`config.mk`:
```
export PLATFORM = sky130hd
export DESIGN_NAME = mem_port_arbiter
export DESIGN_NICKNAME = d
export VERILOG_FILES = /design/src/rtl/mem_port_arbiter_pkg.sv /design/src/rtl/mem_port_arbiter.sv
export SDC_FILE = /design/constraint.sdc
export NUM_CORES = 1
export LEC_CHECK = 0
export CAP_MARGIN = 10
export CORE_UTILIZATION = 41
export CTS_BUF_LIST = sky130_fd_sc_hd__clkbuf_8
export CTS_CLUSTER_SIZE = 25
export DETAILED_ROUTE_END_ITERATION = 10
export GPL_ROUTABILITY_DRIVEN = 0
export PLACE_DENSITY = 0.88
export SLEW_MARGIN = 20
export SYNTH_ARGS = -nofsm -noshare
export SYNTH_HDL_FRONTEND = slang
export SYNTH_SLANG_ARGS = --single-unit
export TNS_END_PERCENT = 10
```
`constraint.sdc`:
```
create_clock -name clk -period 4.95 [get_ports clk]
set_input_delay 1.485 -clock clk [delete_from_list [all_inputs] [get_ports clk]]
set_output_delay 1.485 -clock clk [all_outputs]
set_load 0.03 [all_outputs]
```
`src/rtl/mem_port_arbiter_pkg.sv`:
```
// Shared types for the instruction/data memory port arbiter.
// Holds the FSM encoding, size codes and the latched transaction bundle.
package mem_port_arbiter_pkg;

    typedef enum logic [1:0] {
        ST_IDLE = 2'd0,
        ST_REQ  = 2'd1,
        ST_RESP = 2'd2
    } state_e;

    typedef enum logic {
        OWN_INST = 1'b0,
        OWN_DATA = 1'b1
    } owner_e;

    localparam logic [1:0] SIZE_BYTE = 2'd0;
    localparam logic [1:0] SIZE_HALF = 2'd1;
    localparam logic [1:0] SIZE_WORD = 2'd2;

    typedef struct packed {
        owner_e      owner;
        logic        wr;
        logic [1:0]  size;
        logic [31:0] addr;
        logic [31:0] wdata;
    } txn_t;

    // Instruction fetches are always word reads.
    function automatic txn_t inst_txn(input logic [31:0] addr);
        txn_t t;
        t.owner = OWN_INST;
        t.wr    = 1'b0;
        t.size  = SIZE_WORD;
        t.addr  = addr;
        t.wdata = 32'd0;
        return t;
    endfunction

endpackage

```
`src/rtl/mem_port_arbiter.sv`:
```
// Arbitrates instruction and data sram-like ports onto one downstream bus.
// One transaction in flight; data has priority with a starvation guard.
module mem_port_arbiter
    import mem_port_arbiter_pkg::*;
#(
    parameter int STARVE_LIMIT = 4
) (
    input  logic        clk,
    input  logic        rst,

    input  logic        inst_req,
    input  logic [31:0] inst_addr,
    output logic        inst_addr_ok,
    output logic        inst_data_ok,

    input  logic        data_req,
    input  logic        data_wr,
    input  logic [1:0]  data_size,
    input  logic [31:0] data_addr,
    input  logic [31:0] data_wdata,
    output logic        data_addr_ok,
    output logic        data_data_ok,

    output logic [31:0] rdata,

    output logic        bus_req,
    output logic        bus_wr,
    output logic [1:0]  bus_size,
    output logic [31:0] bus_addr,
    output logic [31:0] bus_wdata,
    input  logic        bus_addr_ok,
    input  logic        bus_data_ok,
    input  logic [31:0] bus_rdata
);

    localparam int CW = $clog2(STARVE_LIMIT + 1);
    localparam logic [CW-1:0] LIMIT = CW'(STARVE_LIMIT);

    state_e        state_q, state_d;
    txn_t          txn_q, txn_d;
    logic [CW-1:0] starve_q, starve_d;
    logic          starved;
    logic          grant_data;

    assign starved = (starve_q == LIMIT);

    always_ff @(posedge clk or posedge rst) begin
        if (rst) begin
            state_q  <= ST_IDLE;
            txn_q    <= '0;
            starve_q <= '0;
        end else begin
            state_q  <= state_d;
            txn_q    <= txn_d;
            starve_q <= starve_d;
        end
    end

    always_comb begin
        state_d      = state_q;
        txn_d        = txn_q;
        starve_d     = starve_q;
        grant_data   = 1'b0;
        inst_addr_ok = 1'b0;
        data_addr_ok = 1'b0;
        inst_data_ok = 1'b0;
        data_data_ok = 1'b0;
        bus_req      = 1'b0;
        // Outputs stay quiet for the whole reset window, not just after the edge.
        if (!rst) begin
            unique case (state_q)
                ST_IDLE: begin
                    if (inst_req || data_req) begin
                        grant_data = data_req && !(inst_req && starved);
                        if (grant_data) begin
                            data_addr_ok = 1'b1;
                            txn_d.owner  = OWN_DATA;
                            txn_d.wr     = data_wr;
                            txn_d.size   = data_size;
                            txn_d.addr   = data_addr;
                            txn_d.wdata  = data_wdata;
                            if (inst_req && !starved) begin
                                starve_d = starve_q + CW'(1);
                            end
                        end else begin
                            inst_addr_ok = 1'b1;
                            txn_d        = inst_txn(inst_addr);
                            starve_d     = '0;
                        end
                        state_d = ST_REQ;
                    end
                end
                ST_REQ: begin
                    bus_req = 1'b1;
                    if (bus_addr_ok) begin
                        state_d = ST_RESP;
                    end
                end
                ST_RESP: begin
                    if (bus_data_ok) begin
                        inst_data_ok = (txn_q.owner == OWN_INST);
                        data_data_ok = (txn_q.owner == OWN_DATA);
                        state_d      = ST_IDLE;
                    end
                end
                default: begin
                    state_d = ST_IDLE;
                end
            endcase
        end
    end

    assign bus_wr    = txn_q.wr;
    assign bus_size  = txn_q.size;
    assign bus_addr  = txn_q.addr;
    assign bus_wdata = txn_q.wdata;
    assign rdata     = bus_rdata;

endmodule

```
### Word-level counts from Yosys, hierarchy flattened

Cells that the tools add are included.

* register bits: 73
* bits in latches: 0
* bits in writable memories: 0
* bits in read-only memories: 0
* input port bits: 137
* output and inout bits: 104
* logic and storage cells: 50
* memories: 0

* add/sub/neg operators: 1
* multiply operators: 0
* div/mod/pow operators: 0
* $lt $le $gt $ge: 0
* equality and inequality tests: 7
* shifts and indexed selects: 0
* multiplexer cells: 23
* bitwise logic cells: 2
* reductions and logical operators: 10

Operators by type and width (count)
* $mux 68: 1
* $mux 1: 16
* $reduce_and 4->1: 2
* $mux 2: 3
* $mux 3: 2
* $ne 2x2->1 const B: 3
* $pmux 2 s3: 1
* $add 3x1->3 const B: 1
* $eq 3x3->1 const B: 1
* $logic_and 1x1->1: 3
* $reduce_and 3->1: 1
* $eq 2x1->1 const B: 1
* $eq 2x2->1 const B: 1
* $logic_not 1->1: 2
* $logic_not 2->1: 1
* $ne 2x1->1 const B: 1
* $not 1->1: 2
* $logic_or 1x1->1: 1

### Longest topological paths before layout

* depth after elaboration: 8
* depth in mapped cells: 8
* mapped depth without buffers: 5

### Worst setup path after synthesis

OpenSTA, ideal clock, no wires.

* kind: input -> output
* start point: in rst
* end point: out bus_req
* data arrival time: 2.264 ns
* data required time: 3.465 ns
* setup slack: 1.201 ns
* cell stages on the path: 1
* path buffers: 0
* cell sequence: nor3b_1

* word-level cells in the longest chain between the ends: 1

RTL lines
* start: declaration: RTL line mem_port_arbiter.sv:9 `input logic rst,`
* $mux 1: RTL line mem_port_arbiter.sv:70 `if (!rst) begin`
* end: declaration: RTL line mem_port_arbiter.sv:26 `output logic bus_req,`

No other way between the ends.

### Worst setup path after layout

* start point: in rst
* end point: out data_data_ok

* word-level cells in the longest chain between the ends: 1

RTL lines
* $mux 1: RTL line mem_port_arbiter.sv:70
* end: declaration: RTL line mem_port_arbiter.sv:22 `output logic data_data_ok,`

No other way between the ends.

==> results.txt <==
----------------------------------------------------
[GRT]
  Vias in the first global route ... 3,025
  Global routing usage summed across all routing layers ... 20.1%
  Global-route wire length before repair ... 15,400 microns
  Initial antenna violation count ... 0
  Global route overflow ... 0
  Pin count of the biggest net entering global routing ... 58

[Detailed routing]
  Number of DRC violations after detailed routing ... 0
  Average wire length per cell after detail routing ... 18.1 microns
  Final WL ... 9780 microns
  Vias per Instance ... 5.45
  Final antenna-violating net count ... 0
  Drt pass-1 iters ... 4
  Starting DRC count in detailed routing ... 127
  Total number of vias ... 2,943

[Cells and area]
  Area added between synthesis and finish ... 34.5%
  Most common cell after layout, fill and taps aside ... clkdlybuf4s50_1
  Antenna diodes ... 0
  Total number of nets in the final design ... 566
  Fill cells ... 748
  Combined area of the multi-input logic cells ... 1130 sq um
  Final standard cell count with taps included and fillers excluded ... 540
  Fin util ... 58.0%
  Share of cells above drive strength 1 ... 7.64%
  Register area ... 1830 sq um
  Top library cells by usage in the layout, fill and taps aside ... 174 x clkdlybuf4s50_1, 73 x dfrtp_1, 35 x a22o_1

[STA]
  Worst slack on hold paths ... 500 ps
  Fraction of the cycle the final worst path needs ... 94.3%
  FMAX ... 0.214 GHz
  Post-route clock skew ... 11.2 ps
  Final period demand of the worst path ... 4670 ps
  Fin. max-slew vios ... 0
  Slew at the pin closest to its max-slew limit ... 666 ps
  Final TNS setup ... 0 ps
  Tightest slew margin relative to the limit ... 55.4%
  RSZ-0062 raised after global routing ... no
  Number of hold-slack violations in the final timing report ... 0
  Final setup fails ... 0

[Worst setup path]
  Crit Reg-Reg Endpoint ... bus_addr[26]
  Type of the worst setup path ... in2out
  Flop-to-flop setup slack ... 2880 ps
  Required time at the endpoint of the critical path ... 3460 ps
  Delay contributed by the slowest stage of the critical path ... 660 ps
  Critical path capture point type ... primary output
  Crit path max fanout ... 6
  Crit path cell chain ... clkdlybuf4s50_1 > nor3b_1 > and3_1 > clkdlybuf4s50_1
  Arrival time of data at the critical path endpoint ... 3180 ps
  Cell count of the worst reg-to-reg path ... 4
  Slowest cell on crit path ... clkdlybuf4s50_1
  Reg-to-reg startpoint ... state_q[1]
  Critical Path Most Common Cell ... clkdlybuf4s50_1
  CP startpoint kind ... input pin

[Worst hold path]
  Start point of the worst min-delay path ... bus_wr
  Type of the tightest min-delay check ... reg2reg
  Destination of the worst hold path ... bus_wr
  Hold path depth ... 1

[Clock tree]
  # Post-CTS Setup Buffers ... 0
  Number of buffers created by CTS ... 9
  Clock root buffer ... clkbuf_8
  Post_cts resized ... 0
  Clock net sink count ... 73
  CTS hold repair buffers ... 0
  Clock-pin slew reported for the worst setup and hold paths after clock tree synthesis ... 80 ps
  Worst-skew pair later-pin latency ... 330 ps
  Worst-case clock buffer depth ... 2
  Number of levels in the clock H-tree ... 3
  TritonCTS clock tree ... done

[Power and ir drop]
  Clock share of power ... 15.2%
  Share of power burned in registers ... 32.0%
  Worst IR Drop VDD ... 266 uV
  Areal power density over the cells ... 644 nW/um^2
  Tot Pwr ... 3.32 mW
  Lkg Pwr ... 2.19 nW
  Proportion of total power due to net switching ... 40.9%
  Design internal power ... 1.96 mW
  Net switching power figure ... 1.36 mW
  Share of power burned in combinational logic ... 52.8%

[Die]
  Initial standard-cell utilization of the core ... 43.1%
  Standard-cell rows ... 34
  Std-Cell Core Area ... 8890 sq um
  Die Span X ... 98.7 microns
  Chip height ... 98.7 microns
  Number of I/O pins ... 241
  Full die area ... 9740 sq um

[Synthesis]
  Number of distinct standard cells referenced by the synthesized netlist ... 29
  Post-synth EDFFs ... 0
  Synth Flop Type ... dfrtp_1
  #FFs+latches synth ... 73
  YS warnings ... 0
  Seq/Total Area, Yosys ... 47.6%
  Number of nets in the synthesized netlist ... 492
  Mean instance size in the synthesized netlist ... 10.9 sq um
  Mapped Cells ... 353
  Async set or reset register ratio after synthesis ... 100%
  Synth Cell Area ... 3830 sq um

[Placement]
  Cell Count Post-Placement ... 524
  DPL Wire Length ... 7240 microns
  Buffers on Ports ... 176

[Run status]
  Run status ... complete, no violations

[Run]
  Maximum capacitance violations ... 0

----------------------------------------------------
## worst max-delay path, delay by kind of cell
kind                   cells  cell delay [ps]
buffers and inverters      2             1200
AND/OR/NAND/NOR            2              500
## how the worst max path moves through the flow
stage / startpoint / end / slack, ps / cells after the start
detailed placement: rst / data_data_ok / 270 / 4
finish: rst / data_data_ok / 280 / 4
global placement: rst / inst_data_ok / 350 / 5
floorplan: rst / bus_req / 1200 / 1
CTS: rst / data_data_ok / 270 / 4
global route: rst / inst_data_ok / 170 / 5
## flip-flops by register name (all words and copies together) (netlist names)
name and cells:
txn_q 1, bus_size 2, bus_wdata 32, bus_addr 32
starve_q 3, state_q 2, bus_wr 1
## per-stage QoR
stage	setup WS, ps	instance area [sq um]
2_1_floorplan	1200	3830
3_3_place_gp	346	4940
3_5_place_dp	270	4940
4_1_cts	272	5160
5_1_grt	168	5160
6_report	281	5160
## metal layers
metal  GRT usage [%]  up-vias  routed length [microns]
met5               0        -                        0
li1                -     1325                        -
met3            6.38       20                      884
met2            32.5      179                     4610
met4            10.2        0                      250
met1            24.4     1419                     4030
## power by group through the flow
stage	registers (mW)	clock network, mW	logic, mW
floorplan	1.02	0	1.46
global placement	1.05	0	1.73
detailed placement	1.07	0	1.76
CTS	1.07	0.518	1.77
global route	1.10	0.540	1.85
finish	1.06	0.504	1.76
## synthesized netlist by cell type, types with 2 or more instances
master | count | area share (%)
buf_4 | 98 | 19
dfrtp_1 | 73 | 48
a22o_1 | 35 | 8.0
a21boi_0 | 21 | 4.1
a221o_1 | 21 | 5.5
o21ai_0 | 15 | 2.0
clkbuf_1 | 12 | 1.2
nand3_1 | 12 | 1.6
a21oi_1 | 11 | 1.4
a31oi_1 | 11 | 1.8
buf_2 | 9 | 1.2
inv_1 | 6 | 0.59
nand2_1 | 5 | 0.49
and3_1 | 3 | 0.49
buf_6 | 3 | 0.88
nor3b_1 | 3 | 0.59
ha_1 | 2 | 0.65
nor2_1 | 2 | 0.20
## final cells by class
type                    count  share of cell area, %
multi-input cells         152                   21.9
well taps                 108                   2.62
repair buffers            185                   35.4
flip-flops and latches     73                   35.4
inverters                   6                  0.437
clock buffers               9                   2.40
clock inverters             7                   1.87
## kinds of logic after synthesis
logic type,share of synthesized area [%]
flip-flops,47.6
AO/OA/AOI/OAI,23.8
buffers and inverters,23.0
AND/OR/NAND/NOR,4.89
adder cells (fa/ha/maj),0.652
(Power assumes the default switching activity.)
